[src/rtl/plab4_net_router_input_buf_sep_pkg.sv]
// Shared message definitions for the plab4 network router stages:
// field widths, message layout helpers and field extraction macros.
// Message layout (MSB to LSB): {dest, src, opaque, payload}.

`ifndef PLAB4_NET_MSGS_MACROS
`define PLAB4_NET_MSGS_MACROS
// Destination field: the top dest_nbits of a message of msg_nbits bits.
`define PLAB4_NET_MSG_DEST(msg, msg_nbits, dest_nbits) msg[(msg_nbits)-1 -: (dest_nbits)]
// Source field: immediately below the destination field.
`define PLAB4_NET_MSG_SRC(msg, msg_nbits, dest_nbits) msg[(msg_nbits)-(dest_nbits)-1 -: (dest_nbits)]
`endif

package plab4_net_router_input_buf_sep_pkg;

  localparam int unsigned c_def_num_routers   = 32'd8;
  localparam int unsigned c_def_opaque_nbits  = 32'd8;
  localparam int unsigned c_def_payload_nbits = 32'd32;
  localparam int unsigned c_def_num_entries   = 32'd4;

  // Total message width for a given dest/opaque/payload sizing.
  function automatic int unsigned msg_nbits(input int unsigned dest_nbits,
                                            input int unsigned opaque_nbits,
                                            input int unsigned payload_nbits);
    return 32'd2 * dest_nbits + opaque_nbits + payload_nbits;
  endfunction

  // True when n is a non-zero power of two.
  function automatic bit is_pow2(input int unsigned n);
    return (n != 32'd0) && ((n & (n - 32'd1)) == 32'd0);
  endfunction

endpackage

[src/rtl/plab4_net_router_input_buf_sep_domain_queue.sv]
// plab4_net_domain_queue: one circular-buffer queue of network messages
// with head/tail pointers, an occupancy count and a free-entry output.
// Optional feature macro: PLAB4_NET_INBUF_BYPASS_EN forwards an incoming
// message straight to the head outputs while the queue is empty; a message
// consumed that way is never written into storage.

module plab4_net_domain_queue
  import plab4_net_router_input_buf_sep_pkg::*;
#(
  parameter int unsigned p_msg_nbits   = 32'd46,
  parameter int unsigned p_num_entries = c_def_num_entries
)(
  input  logic                              clk,
  input  logic                              reset,
  input  logic [p_msg_nbits-1:0]            enq_msg_i,
  input  logic                              enq_val_i,
  output logic                              enq_rdy_o,
  output logic [p_msg_nbits-1:0]            deq_msg_o,
  output logic                              deq_val_o,
  input  logic                              deq_rdy_i,
  output logic [$clog2(p_num_entries):0]    num_free_o
);

  localparam int unsigned c_ptr_nbits = $clog2(p_num_entries);
  localparam int unsigned c_cnt_nbits = c_ptr_nbits + 32'd1;

  localparam logic [c_ptr_nbits-1:0] c_ptr_zero = c_ptr_nbits'(0);
  localparam logic [c_ptr_nbits-1:0] c_ptr_one  = c_ptr_nbits'(1);
  localparam logic [c_cnt_nbits-1:0] c_cnt_zero = c_cnt_nbits'(0);
  localparam logic [c_cnt_nbits-1:0] c_cnt_one  = c_cnt_nbits'(1);
  localparam logic [c_cnt_nbits-1:0] c_cnt_full = c_cnt_nbits'(p_num_entries);

  if (!is_pow2(p_num_entries) || (p_num_entries < 32'd2)) begin : g_bad_depth
    $error("plab4_net_domain_queue: p_num_entries must be a power of two >= 2");
  end

  logic [p_msg_nbits-1:0] mem_q [p_num_entries];
  logic [c_ptr_nbits-1:0] head_q, head_d;
  logic [c_ptr_nbits-1:0] tail_q, tail_d;
  logic [c_cnt_nbits-1:0] count_q, count_d;
  logic                   full_s;
  logic                   empty_s;
  logic                   wr_en_s;
  logic                   rd_en_s;

  // Head presentation, enqueue/dequeue qualification and next-state pointers.
  always_comb begin
    full_s     = (count_q == c_cnt_full);
    empty_s    = (count_q == c_cnt_zero);
    enq_rdy_o  = !full_s;
    num_free_o = c_cnt_full - count_q;
`ifdef PLAB4_NET_INBUF_BYPASS_EN
    // While empty the incoming message is the head; if it is taken in the
    // same cycle it never lands in storage.
    deq_val_o  = !empty_s || enq_val_i;
    deq_msg_o  = empty_s ? enq_msg_i : mem_q[head_q];
    wr_en_s    = enq_val_i && !full_s && !(empty_s && deq_rdy_i);
    rd_en_s    = !empty_s && deq_rdy_i;
`else
    deq_val_o  = !empty_s;
    deq_msg_o  = mem_q[head_q];
    wr_en_s    = enq_val_i && !full_s;
    rd_en_s    = !empty_s && deq_rdy_i;
`endif

    if (rd_en_s) begin
      head_d = head_q + c_ptr_one;
    end else begin
      head_d = head_q;
    end

    if (wr_en_s) begin
      tail_d = tail_q + c_ptr_one;
    end else begin
      tail_d = tail_q;
    end

    case ({wr_en_s, rd_en_s})
      2'b10:   count_d = count_q + c_cnt_one;
      2'b01:   count_d = count_q - c_cnt_one;
      default: count_d = count_q;
    endcase
  end

  // Pointer and occupancy state; reset empties the queue immediately.
  always_ff @(posedge clk or posedge reset) begin
    if (reset) begin
      head_q  <= c_ptr_zero;
      tail_q  <= c_ptr_zero;
      count_q <= c_cnt_zero;
    end else begin
      head_q  <= head_d;
      tail_q  <= tail_d;
      count_q <= count_d;
    end
  end

  // Message storage; contents are meaningful only between head and tail.
  always_ff @(posedge clk) begin
    if (wr_en_s) begin
      mem_q[tail_q] <= enq_msg_i;
    end
  end

endmodule

[src/rtl/plab4_net_router_input_buf_sep.sv]
// plab4_net_router_input_buf_sep: per-port input buffer that steers each
// incoming message into one of two independent domain queues by its domain
// bit and presents each queue's head, destination and valid flag.
// Optional feature macro: PLAB4_NET_INBUF_BYPASS_EN (handled in the queues).

module plab4_net_router_input_buf_sep
  import plab4_net_router_input_buf_sep_pkg::*;
#(
  parameter int unsigned p_router_id     = 32'd0,
  parameter int unsigned p_num_routers   = c_def_num_routers,
  parameter int unsigned p_opaque_nbits  = c_def_opaque_nbits,
  parameter int unsigned p_payload_nbits = c_def_payload_nbits,
  parameter int unsigned p_num_entries   = c_def_num_entries,
  localparam int unsigned c_dest_nbits   = $clog2(p_num_routers),
  localparam int unsigned c_msg_nbits    = msg_nbits(c_dest_nbits, p_opaque_nbits, p_payload_nbits)
)(
  input  logic                           clk,
  input  logic                           reset,
  input  logic [c_msg_nbits-1:0]         in_msg,
  input  logic                           in_domain,
  input  logic                           in_val,
  output logic                           in_rdy,
  output logic [c_msg_nbits-1:0]         out_msg_d1,
  output logic [c_msg_nbits-1:0]         out_msg_d2,
  output logic [c_dest_nbits-1:0]        dest_d1,
  output logic [c_dest_nbits-1:0]        dest_d2,
  output logic                           out_val_d1,
  output logic                           out_val_d2,
  input  logic                           out_rdy_d1,
  input  logic                           out_rdy_d2,
  output logic [$clog2(p_num_entries):0] num_free_d1,
  output logic [$clog2(p_num_entries):0] num_free_d2
);

  if (p_router_id >= p_num_routers) begin : g_bad_router_id
    $error("plab4_net_router_input_buf_sep: p_router_id out of range");
  end

  logic enq_val_d1_s;
  logic enq_val_d2_s;
  logic enq_rdy_d1_s;
  logic enq_rdy_d2_s;

  // Steer the upstream handshake to the queue selected by the domain bit.
  always_comb begin
    enq_val_d1_s = in_val && !in_domain;
    enq_val_d2_s = in_val && in_domain;
    if (in_domain) begin
      in_rdy = enq_rdy_d2_s;
    end else begin
      in_rdy = enq_rdy_d1_s;
    end
  end

  // Destination field of each head message for the arbitration stage.
  always_comb begin
    dest_d1 = `PLAB4_NET_MSG_DEST(out_msg_d1, c_msg_nbits, c_dest_nbits);
    dest_d2 = `PLAB4_NET_MSG_DEST(out_msg_d2, c_msg_nbits, c_dest_nbits);
  end

  plab4_net_domain_queue #(
    .p_msg_nbits   (c_msg_nbits),
    .p_num_entries (p_num_entries)
  ) u_queue_d1 (
    .clk        (clk),
    .reset      (reset),
    .enq_msg_i  (in_msg),
    .enq_val_i  (enq_val_d1_s),
    .enq_rdy_o  (enq_rdy_d1_s),
    .deq_msg_o  (out_msg_d1),
    .deq_val_o  (out_val_d1),
    .deq_rdy_i  (out_rdy_d1),
    .num_free_o (num_free_d1)
  );

  plab4_net_domain_queue #(
    .p_msg_nbits   (c_msg_nbits),
    .p_num_entries (p_num_entries)
  ) u_queue_d2 (
    .clk        (clk),
    .reset      (reset),
    .enq_msg_i  (in_msg),
    .enq_val_i  (enq_val_d2_s),
    .enq_rdy_o  (enq_rdy_d2_s),
    .deq_msg_o  (out_msg_d2),
    .deq_val_o  (out_val_d2),
    .deq_rdy_i  (out_rdy_d2),
    .num_free_o (num_free_d2)
  );

endmodule

[config.mk]
export PLATFORM = sky130hd
export DESIGN_NAME = plab4_net_router_input_buf_sep
export DESIGN_NICKNAME = d
export VERILOG_FILES = /design/src/rtl/plab4_net_router_input_buf_sep_pkg.sv /design/src/rtl/plab4_net_router_input_buf_sep_domain_queue.sv /design/src/rtl/plab4_net_router_input_buf_sep.sv
export SDC_FILE = /design/constraint.sdc
export NUM_CORES = 1
export LEC_CHECK = 0
export ABC_AREA = 0
export CAP_MARGIN = 20
export CELL_PAD_IN_SITES_DETAIL_PLACEMENT = 1
export CELL_PAD_IN_SITES_GLOBAL_PLACEMENT = 1
export CORE_ASPECT_RATIO = 1.75
export CORE_UTILIZATION = 49
export CTS_CLUSTER_DIAMETER = 40
export DETAILED_ROUTE_END_ITERATION = 10
export GPL_TIMING_DRIVEN = 0
export PLACE_DENSITY_LB_ADDON = 0.1
export SLEW_MARGIN = 20
export SYNTH_ARGS = -nofsm -noshare
export SYNTH_HDL_FRONTEND = slang
export SYNTH_SLANG_ARGS = --single-unit
[constraint.sdc]
create_clock -name clk -period 3.4 [get_ports clk]
set_input_delay 0.68 -clock clk [delete_from_list [all_inputs] [get_ports clk]]
set_output_delay 0.68 -clock clk [all_outputs]
set_load 0.05 [all_outputs]
### Word-level counts from Yosys, hierarchy flattened

Memories as Yosys holds them, arrays and structs flattened.
Cells that the tools add are included.
Widths: inputs -> output; s select.

* register bits: 14
* bits in writable memories: 368
* memories kept: 2

* add/sub/neg operators: 10
* reductions and logical operators: 15
* equality and inequality tests: 6
* muxes and demuxes: 7

Memories
* u_queue_d1.mem_q: words 4, bits a word 46, read ports 1, clocked after memory_dff 0, wr ports 1, RTL line plab4_net_router_input_buf_sep_domain_queue.sv:37 `logic [p_msg_nbits-1:0] mem_q [p_num_entries];`
* u_queue_d2.mem_q: words 4, bits a word 46, read ports 1, clocked after memory_dff 0, wr ports 1, RTL line plab4_net_router_input_buf_sep_domain_queue.sv:37

Operators by type and width (number)
* $pmux 3 s2: 2
* $add 2x1->2 const B: 4
* $add 3x1->3 const B: 2
* $eq 3x3->1 const B: 2
* $logic_and 1x1->1: 6
* $logic_not 3->1: 2
* $sub 3x1->3 const B: 2
* $sub 3x3->3 const A: 2
* $logic_not 1->1: 5
* $mux 1: 5
* $eq 2x1->1 const B: 2
* $eq 2x2->1 const B: 2
* $reduce_bool 2->1: 2

### Longest topological paths before layout

Gate-level depths: netlist of run 1.

* depth after elaboration: 5
* depth in mapped cells: 11
* gate-level depth less buffers: 11

### Cells and area by module

From an unflattened synthesis of run 1, not the netlist that was laid out.

* cell total of the unflattened synthesis: 581
* area total of the unflattened synthesis: 14272.4 um2

Modules (own cells, without submodules)
* plab4_net_domain_queue: sequential area each 5700.5 um2, times used 2, cells an instance 286, area an instance 7098.1 um2
* plab4_net_router_input_buf_sep: sequential area each 0.0 um2, times used 1, cells an instance 9, area an instance 76.3 um2

### Worst setup path before layout of run 1

No wires, ideal clock.

* path type: register to register
* start point: register u_queue_d1.count_q[0]
* end point: memory u_queue_d1.mem_q[0][0] (netlist bit) (enable)
* setup time: 0.408 ns
* stages on the path, launching flop included: 6
* arrival time: 2.335 ns
* clock period less this slack: 2.744 ns
* setup slack: 0.656 ns
* cells stage by stage: dfrtp_1 inv_1 ha_1 ha_1 nor3b_2 and2_1

* word-level cells in the longest chain between the ends: 5

Ends and longest elaborated chain
* from (decl): RTL line plab4_net_router_input_buf_sep_domain_queue.sv:40 `logic [c_cnt_nbits-1:0] count_q, count_d;`
* from (signal assigned): RTL line plab4_net_router_input_buf_sep_domain_queue.sv:90 `count_q <= c_cnt_zero;`
* from (signal assigned): RTL line plab4_net_router_input_buf_sep_domain_queue.sv:94 `count_q <= count_d;`
* $eq 3x3->1: RTL line plab4_net_router_input_buf_sep_domain_queue.sv:48 `full_s = (count_q == c_cnt_full);`
* $logic_not 1->1: RTL line plab4_net_router_input_buf_sep_domain_queue.sv:62 `wr_en_s = enq_val_i && !full_s;`
* $logic_and 1x1->1: RTL line plab4_net_router_input_buf_sep_domain_queue.sv:62
* $mux 1: RTL line plab4_net_router_input_buf_sep_domain_queue.sv:100 `if (wr_en_s) begin`
* $mux 1 (implied by the code): RTL line plab4_net_router_input_buf_sep_domain_queue.sv:101 `mem_q[tail_q] <= enq_msg_i;`
* to (decl): RTL line plab4_net_router_input_buf_sep_domain_queue.sv:37

No other way between the ends.

### Final worst setup path of run 1

* start point: register u_queue_d1.head_q[1]
* end point: output out_msg_d1[15]

* word-level cells in the longest chain between the ends: 1

Ends and longest elaborated chain
* from (decl): RTL line plab4_net_router_input_buf_sep_domain_queue.sv:38 `logic [c_ptr_nbits-1:0] head_q, head_d;`
* from (signal assigned): RTL line plab4_net_router_input_buf_sep_domain_queue.sv:88 `head_q <= c_ptr_zero;`
* $mem_v2 4x46
* to (decl): RTL line plab4_net_router_input_buf_sep.sv:23 `output logic [c_msg_nbits-1:0] out_msg_d1,`

No other way between the ends.

==> run_results.csv, run 1 <==
group,metric,value,unit
logic_synthesis,synthTopCellsByArea,"edfxtp_1 78%, mux4_2 15%, dfrtp_1 2.5%",
floorplan,dieArea,29800,µm²
setup_path,crit_cells,4,
sta,finalCritPeriodShare,97.0,%
floorplan,fp-row-count,82,
layout,area_growth,24.1,%
global_routing,grt_start_max_net_pins,30,
place,dp_slack,0.430,ns
sta,setup_ws,0.103,ns
floorplan,start_util,49.8,%
setup_path,r2r_start,"u_queue_d1.count_q[0]",
place,place_area,16500,µm²
power,p_total,17.3,mW
place,hpwlAfterDp,19600,µm
logic_synthesis,synth_edf_count,368,
logic_synthesis,yosysMostFrequentCell,"edfxtp_1",
place,gp_congestion,0.665,
drt,viasPerCell,5.49,
setup_path,arrival,2.62,ns
clock_tree,cts_sinks,382,
setup_path,crit_path_end_kind,"primary output",
logic_synthesis,synthCells,574,
setup_path,cp_num_buf_inv,3,
clock_tree,cts_buffers,37,
floorplan,core_area,28600,µm²
clock_tree,worstSkewPairLatency,0.51,ns
power,ir_drop,578,µV
layout,drive_gt1_share,23.1,%
power,static-leakage-power,6.07,nW
drt,remaining_drc_errors,0,
layout,nNetsFinal,849,
sta,finalHoldViolCount,0,
clock_tree,htreeDepth,2,
clock_tree,clk_pin_slew_worst_paths,0.06,ns
drt,wl,31100,µm
worst_hold_path,hold_path_class,"reg -> reg",
clock_tree,cts_buffer_depth,3,
setup_path,slowest_stage,"clkdlybuf4s50_1",
logic_synthesis,synth.distinct_cells,20,
logic_synthesis,yosys_warnings,0,
logic_synthesis,synth_area,14200,µm²
logic_synthesis,synth_seq_cells,382,
place,dpl.cell_count,1118,
clock_tree,postCtsSetupBuffers,0,
setup_path,cp.required,2.72,ns
global_routing,grt_pass1_vias,7335,
setup_path,startpoint,"u_queue_d1.head_q[1]",
setup_path,ff2ff_path_depth,6,
drt,firstDrtPassIters,4,
setup_path,crit_fanout,10,
setup_path,path_common_cell,"buf_2",
setup_path,rrSetupSlack,0.83,ns
floorplan,io_pins,159,
power,power_density,978,nW/µm²
flow_run,cap_violations,0,
global_routing,grt_overflow,0,
drt,wl_per_cell,26.3,µm
logic_synthesis,yosysTopAreaCellShare,77.6,%
worst_hold_path,hp-start,"u_queue_d1.count_q[0]",
clock_tree,cts_tree,"yes",
layout,post_layout_nonfiller_instances,1183,
setup_path,crit_chain,"buf_2 > buf_2 > mux4_2 > clkdlybuf4s50_1",
logic_synthesis,async_reset_ff_share,3.66,%
setup_path,cp_slowest_stage_delay,0.72,ns
setup_path,path_delay_family,"buffers and inverters",
sta,rsz0062_at_grt,"no",
sta,setup_viol,0,
sta,drv_slew,0,
logic_synthesis,synth_common_cells,"368 x edfxtp_1, 92 x mux4_2, 19 x inv_1",
sta,slew-limit-headroom,56.5,%
setup_path,crit_type,"reg -> out",
logic_synthesis,syn_nets,644,
layout,utilization,61.7,%
global_routing,grt_pass1_wl,45800,µm
status,status,"finished clean",
drt,ant_nets,0,
sta,min_period,3.30,ns
layout,fin_area,17700,µm²
sta,tightest_slew,0.651,ns
place,port_buffers,158,
clock_tree,cts_root_buf,"clkbuf_16",
sta,clock.fmax,303,MHz
sta,finClkSkew,0.00763,ns
logic_synthesis,yosys.area.top_type,"edfxtp_1",
drt,drt-initial-drc-count,391,
setup_path,r2r_end,"u_queue_d1.mem_q[2][17]",
global_routing,antenna_found_initial,1,
logic_synthesis,ys_seq_area_share,80.0,%
clock_tree,cts_hold_buffers,0,
floorplan,dieHeight,228,µm
setup_path,crit_end,"out_msg_d1[15]",
setup_path,worst_setup_path_start_kind,"flip-flop",
floorplan,die_w,131,µm
drt,dr_total_vias,6489,
worst_hold_path,hold_depth,1,
global_routing,grtUsageTotal,22.0,%
logic_synthesis,syn_avg_cell_area,24.8,µm²
logic_synthesis,yosys_most_used_dff,"edfxtp_1",
==> cells in the final DEF, fill, tap and decap left out <==
cell and instances:
and2_4 8, buf_12 8, buf_2 6, buf_4 15, buf_6 6, bufinv_16 3
clkbuf_1 9, clkbuf_16 37, clkbuf_2 2, clkbuf_8 1, clkdlybuf4s50_1 121, clkinv_1 8
clkinv_2 5, clkinvlp_4 1, dfrtp_1 14, diode_2 1, dlygate4sd2_1 7, dlymetal6s2s_1 29
edfxtp_1 368, fa_1 2, ha_1 16, inv_1 19, mux2_2 1, mux2i_1 3
mux4_2 92, nand2_1 4, nor2_1 3, nor2b_1 2, nor3b_2 1, o21ai_0 1
xnor2_1 8, xor2_1 4
==> how the worst min path moves through the flow <==
stage	end	slack, ns
2_1_floorplan	u_queue_d1.count_q[0]	0.47
4_1_cts	u_queue_d2.count_q[0]	0.51
3_3_place_gp	u_queue_d2.count_q[0]	0.49
3_5_place_dp	u_queue_d2.count_q[0]	0.51
5_1_grt	u_queue_d2.count_q[0]	0.53
6_report	u_queue_d1.count_q[0]	0.51
==> final cells by class <==
class                      instances  area, µm²
multi-input combinational        145       2580
fill                            2291      11000
clock buffer                      47        973
antenna                            1       2.50
inverter                          19       71.3
clock inverter                    17        153
sequential                       382      11400
buffer                            28        213
tap                              378        473
timing repair buffer             166       1800
==> repair_timing <==
item	in CTS	in global routing
setup endpoints to repair	20	29
gates resized for setup	12	29
gates cloned	0	0
==> worst register-to-register path: cells and delay by family (launching register included) <==
family / cells / cell delay [ns]
flip-flops: 1 / 0.38
buffers and inverters: 2 / 0.39
AND/OR/NAND/NOR: 2 / 1.01
adder cells (fa/ha/maj): 2 / 0.46
==> per-layer routing <==
| layer | vias to the layer above | global-route usage, % | part of all wire, % |
|---|---|---|---|
| met3 | 44 | 3.92 | 4.8 |
| met1 | 3480 | 26.3 | 38 |
| met5 | - | 0 | 0 |
| met2 | 180 | 40.2 | 55 |
| li1 | 2785 | - | - |
| met4 | 0 | 6.45 | 2.0 |
==> state kept, by name, indices dropped and copies added, names as in the netlist <==
register,cells
u_queue_d1.count_q,3
u_queue_d1.head_q,2
u_queue_d1.mem_q,184
u_queue_d1.tail_q,2
u_queue_d2.count_q,3
u_queue_d2.head_q,2
u_queue_d2.mem_q,184
u_queue_d2.tail_q,2
==> metrics by stage <==
stage / TNS, ns / hold slack [ns]
2_1_floorplan: 0 / 0.469
3_3_place_gp: -320.71 / 0.490
3_5_place_dp: 0 / 0.506
4_1_cts: -0.000479 / 0.514
5_1_grt: 0 / 0.530
6_report: 0 / 0.510
==> where the power goes <==
part | switching (mW) | leakage, nW | total (mW) | internal (mW)
clock | 1.65 | 0.548 | 3.89 | 2.25
combinational | 4.76 | 2.02 | 7.48 | 2.72
sequential | 0.162 | 3.50 | 5.91 | 5.75
total | 6.57 | 6.07 | 17.3 | 10.7
==> cell families (layout without fill, tap and decap cells) <==
group	Yosys count	in the layout	synth area share [%]
buffers and inverters	47	277	1.94
DFF	382	382	80.0
and+or+nand+nor	18	18	0.712
muxes	96	96	14.8
xor gates and xnor gates	12	12	0.738
AOI/OAI and AO/OA	1	1	0.0351
other	0	1	0
adders and majority gates	18	18	1.69
(Power assumes the default switching activity.)
==> run 2, diff against run 1 <==
Settings changed: CTS_CLUSTER_SIZE from default to 25, SKIP_LAST_GASP from default to 1.
==> run 2 against run 1 <==
Against the previous run:
- utilization up 0.23 points
- critical path depth unchanged
- combinational power about the same
- critical path type unchanged
- cell count down 0.17%
- fmax down 0.92%
==> run_results.csv, run 2 (same netlist as run 1, synthesis figures left out) <==
group,metric,value,unit
sta,finClkSkew,0.0161,ns
worst_hold_path,hp-start,"u_queue_d1.count_q[0]",
sta,clock.fmax,301,MHz
clock_tree,cts_root_buf,"clkbuf_16",
floorplan,core_area,28600,µm²
drt,remaining_drc_errors,0,
sta,finalHoldViolCount,0,
setup_path,cp.required,2.72,ns
layout,final_cell_mix,"368 x edfxtp_1, 110 x clkdlybuf4s50_1, 92 x mux4_2",
layout,area_growth,24.6,%
sta,tightest_slew,0.816,ns
layout,nNetsFinal,847,
place,gp_congestion,0.665,
drt,firstDrtPassIters,4,
floorplan,dieHeight,228,µm
setup_path,ff2ff_path_depth,6,
drt,viasPerCell,5.48,
status,status,"finished clean",
clock_tree,cts_hold_buffers,0,
global_routing,grtUsageTotal,21.9,%
global_routing,grt_pass1_wl,45500,µm
sta,rsz0062_at_grt,"no",
clock_tree,worstSkewPairLatency,0.53,ns
sta,min_period,3.33,ns
sta,slew-limit-headroom,45.6,%
setup_path,crit_path_end_kind,"primary output",
layout,largestRegisters,"u_queue_d1.mem_q (184), u_queue_d2.mem_q (184)",
place,dp_slack,0.430,ns
floorplan,start_util,49.8,%
clock_tree,postCtsSetupBuffers,0,
power,static-leakage-power,6.17,nW
worst_hold_path,hold_depth,1,
worst_hold_path,hold_path_class,"reg -> reg",
clock_tree,clk_pin_slew_worst_paths,0.07,ns
place,port_buffers,158,
setup_path,arrival,2.65,ns
sta,finalSetupTns,0,ns
setup_path,rrSetupSlack,0.80,ns
setup_path,worst_setup_path_start_kind,"flip-flop",
clock_tree,cts_sinks,382,
layout,utilization,62.0,%
flow_run,cap_violations,0,
power,p_total,17.4,mW
setup_path,r2r_start,"u_queue_d1.count_q[0]",
sta,finalCritPeriodShare,97.9,%
drt,wl,31200,µm
clock_tree,cts.repair.resized,14,
floorplan,io_pins,159,
drt,wl_per_cell,26.4,µm
drt,ant_nets,0,
sta,drv_slew,0,
setup_path,crit_fanout,10,
place,hpwlAfterDp,19600,µm
sta,holdWs,0.512,ns
sta,setup_viol,0,
setup_path,crit_type,"reg -> out",
floorplan,dieArea,29800,µm²
layout,final_common_cell,"edfxtp_1",
sta,setup_ws,0.0728,ns
setup_path,startpoint,"u_queue_d2.head_q[1]",
layout,diodes,0,
power,power_density,980,nW/µm²
clock_tree,htreeDepth,2,
floorplan,fp-row-count,82,
layout,drive_gt1_share,24.3,%
clock_tree,cts_buffers,35,
worst_hold_path,min_to,"u_queue_d1.count_q[0]",
setup_path,r2r_end,"u_queue_d1.mem_q[2][25]",
global_routing,grt_pass1_vias,7243,
drt,drt-initial-drc-count,381,
global_routing,grt_start_max_net_pins,30,
floorplan,die_w,131,µm
power,ir_drop,756,µV
clock_tree,cts_buffer_depth,3,
clock_tree,cts_tree,"yes",
drt,dr_total_vias,6470,
global_routing,antenna_found_initial,0,
global_routing,grt_overflow,0,
[run 2: cell type report]
| cell class | count | area, µm² |
|---|---|---|
| Buffer | 28 | 211 |
| Fill cell | 2293 | 10900 |
| Multi-Input combinational cell | 145 | 2580 |
| Inverter | 19 | 71.3 |
| Clock inverter | 22 | 238 |
| Clock buffer | 41 | 941 |
| Timing Repair Buffer | 166 | 1820 |
| Tap cell | 378 | 473 |
| Sequential cell | 382 | 11400 |
[run 2: where the power goes]
part	switching, mW	internal, mW
sequential	0.164	5.75
combinational	4.76	2.69
clock	1.82	2.21
total	6.74	10.7
[run 2: worst max path at each step]
stage	slack [ns]	cells past startpoint	to
2_1_floorplan	0.66	5	u_queue_d1.mem_q[0][0]
3_3_place_gp	-0.91	3	u_queue_d1.mem_q[3][19]
3_5_place_dp	0.43	4	out_msg_d2[43]
4_1_cts	-0.03	5	out_msg_d1[43]
5_1_grt	0.002	4	out_msg_d2[12]
6_report	0.07	4	out_msg_d2[20]
[run 2: per-layer routing]
layer / GRT usage, % / part of all wire [%] / wire (µm) / vias to the layer above
li1: - / - / - / 2792
met5: 0 / 0 / 0 / -
met3: 4.07 / 4.5 / 1410 / 59
met4: 7.38 / 2.7 / 856 / 0
met1: 26.3 / 38 / 11800 / 3443
met2: 39.4 / 55 / 17100 / 176
[run 2: metrics by stage]
stage | instance area [µm²] | cells
after floorplan | 14200 | 574
after global placement | 16300 | 1110
after detailed placement | 16500 | 1118
after CTS | 17600 | 1181
after global routing | 17700 | 1181
final | 17700 | 1181
[run 2: worst max-delay path, stage by stage (launching register included)]
cell             delay (ns)
dfrtp_1                0.34
buf_2                  0.31
buf_2                  0.40
mux4_2                 0.35
clkdlybuf4s50_1        0.71
==> run 3, diff against run 2 <==
Settings changed: CORE_UTILIZATION 49 to 25.
==> run 3 against run 2 <==
Against the previous run:
- global-route usage is 9.3 points lower
- sequential power about the same
- design area rose by 3.2%
- fmax increased by 0.78%
- sequential share of layout area is 2.0 points lower
- clock skew grew 0.0024 ns
- first-iteration DRC count up 18%
- register-to-register slack worse by 0.12 ns
==> run_results.csv, run 3 (same netlist as run 1, synthesis figures left out) <==
group,metric,value,unit
clock_tree,cts.repair.resized,63,
layout,area_growth,28.6,%
global_routing,busiest_layer,"met2",
worst_hold_path,hold_path_class,"reg -> reg",
setup_path,r2r_start,"u_queue_d1.count_q[0]",
layout,nNetsFinal,850,
power,static-leakage-power,6.12,nW
layout,final_common_cell,"edfxtp_1",
place,hpwlAfterDp,22500,µm
sta,slew-limit-headroom,55.8,%
clock_tree,htreeDepth,2,
sta,drv_slew,0,
setup_path,startpoint,"u_queue_d2.head_q[1]",
clock_tree,cts_sinks,382,
drt,firstDrtPassIters,4,
clock_tree,cts_buffer_depth,3,
floorplan,dieHeight,318,µm
power,p_sw,7.08,mW
clock_tree,postCtsSetupBuffers,0,
sta,finClkSkew,0.0185,ns
setup_path,crit_path_end_kind,"primary output",
drt,viasPerCell,4.14,
global_routing,grtUsageTotal,12.7,%
setup_path,cp.required,2.72,ns
sta,rsz0062_at_grt,"no",
setup_path,ff2ff_path_depth,6,
drt,wl_per_cell,23.0,µm
power,cell_internal_pwr,10.8,mW
power,pwr-share-clk,25.2,%
setup_path,r2r_end,"u_queue_d1.mem_q[1][18]",
setup_path,crit_type,"reg -> out",
global_routing,grt_pass1_vias,7575,
clock_tree,cts_buffers,38,
setup_path,slowest_stage,"clkdlybuf4s50_1",
clock_tree,clk_pin_slew_worst_paths,0.07,ns
power,power.share.sequential,33.0,%
power,swShare,39.7,%
setup_path,crit_fanout,10,
sta,finalHoldViolCount,0,
power,power_density,975,nW/µm²
drt,wl,36100,µm
global_routing,grt_start_max_net_pins,31,
global_routing,grt_use_met3,2.11,%
setup_path,crit_chain,"buf_2 > buf_4 > mux4_2 > clkdlybuf4s50_1",
setup_path,rrSetupSlack,0.68,ns
sta,setup_viol,0,
power,p_total,17.9,mW
sta,finalSetupTns,0,ns
flow_run,cap_violations,0,
sta,min_period,3.30,ns
clock_tree,cts_root_buf,"clkbuf_16",
layout,drive_gt1_share,25.2,%
power,p_comb_share,41.8,%
layout,final_cell_mix,"368 x edfxtp_1, 92 x mux4_2, 88 x clkdlybuf4s50_1",
place,gp_congestion,0.680,
clock_tree,worstSkewPairLatency,0.54,ns
global_routing,gr-usage-met1,14.6,%
sta,finalCritPeriodShare,97.1,%
floorplan,start_util,25.3,%
status,status,"finished clean",
power,ir_drop,794,µV
floorplan,io_pins,159,
layout,diodes,0,
setup_path,arrival,2.62,ns
global_routing,grt_overflow,0,
layout,fillers,5524,
floorplan,dieArea,58000,µm²
drt,drt-initial-drc-count,450,
global_routing,grt_pass1_wl,52200,µm
sta,clock.fmax,303,MHz
global_routing,grtUsageMet2,23.6,%
clock_tree,cts_tree,"yes",
setup_path,worst_setup_path_start_kind,"flip-flop",
drt,dr_total_vias,6492,
drt,ant_nets,0,
floorplan,die_w,182,µm
floorplan,fp-row-count,115,
clock_tree,cts_hold_buffers,0,
floorplan,core_area,56300,µm²
sta,tightest_slew,0.662,ns
drt,remaining_drc_errors,0,
layout,largestRegisters,"u_queue_d1.mem_q (184), u_queue_d2.mem_q (184)",
setup_path,cp_slowest_stage_delay,0.73,ns
setup_path,crit_end,"out_msg_d2[18]",
global_routing,antenna_found_initial,0,
place,port_buffers,158,
run 3: worst min-delay path by stage:
stage,from,endpoint,slack [ns],cells after the start
floorplan,u_queue_d1.count_q[0],u_queue_d1.count_q[0],0.47,1
global placement,u_queue_d2.count_q[0],u_queue_d2.count_q[0],0.49,1
detailed placement,u_queue_d1.count_q[0],u_queue_d1.count_q[0],0.52,1
CTS,u_queue_d1.count_q[0],u_queue_d1.count_q[0],0.53,1
global route,u_queue_d2.count_q[0],u_queue_d2.count_q[0],0.55,1
finish,u_queue_d2.count_q[0],u_queue_d2.count_q[0],0.52,1
run 3: critical path, delay by kind of cell (launching register included):
family / cells / cell delay [ns]
buf+inv: 3 / 1.37
mux: 1 / 0.36
flops: 1 / 0.34
run 3: routing by layer:
metal  wire (µm)  share of wire [%]  up-vias
li1            -                  -     2797
met1       14500                 40     3496
met2       19500                 54      149
met3        1290                3.6       50
met4         808                2.2        0
met5           0                  0        -
run 3: area by class of cell:
cell class | instances | area (µm²) | share of cell area (%)
clock inverters | 28 | 330 | 1.80
clock buffers | 42 | 1030 | 5.62
well taps | 760 | 951 | 5.19
flip-flops and latches | 382 | 11400 | 62.3
repair buffers | 166 | 1720 | 9.40
inverters | 19 | 71.3 | 0.389
multi-input cells | 145 | 2580 | 14.1
plain buffers | 28 | 223 | 1.22
run 3: power by group through the flow:
stage | Sequential [mW] | Combinational [mW] | Clock (mW)
3_5_place_dp | 6.01 | 7.95 | 0
4_1_cts | 5.91 | 7.70 | 4.64
3_3_place_gp | 6.02 | 7.79 | 0
2_1_floorplan | 5.96 | 5.19 | 0
6_report | 5.90 | 7.46 | 4.49
5_1_grt | 5.94 | 7.87 | 4.78
run 3: per-stage QoR:
step                      hold WS [ns]  utilization, %  instance area (µm²)  setup WS (ns)  cells
after floorplan                  0.469               -                14200          0.656    574
after global routing             0.550            32.5                18300        0.00730   1570
after detailed placement         0.518            30.2                17000          0.256   1500
after global placement           0.486            29.8                16800          -1.33   1492
after CTS                        0.534            32.5                18300         -0.181   1570
final                            0.522            32.5                18300         0.0985   1570
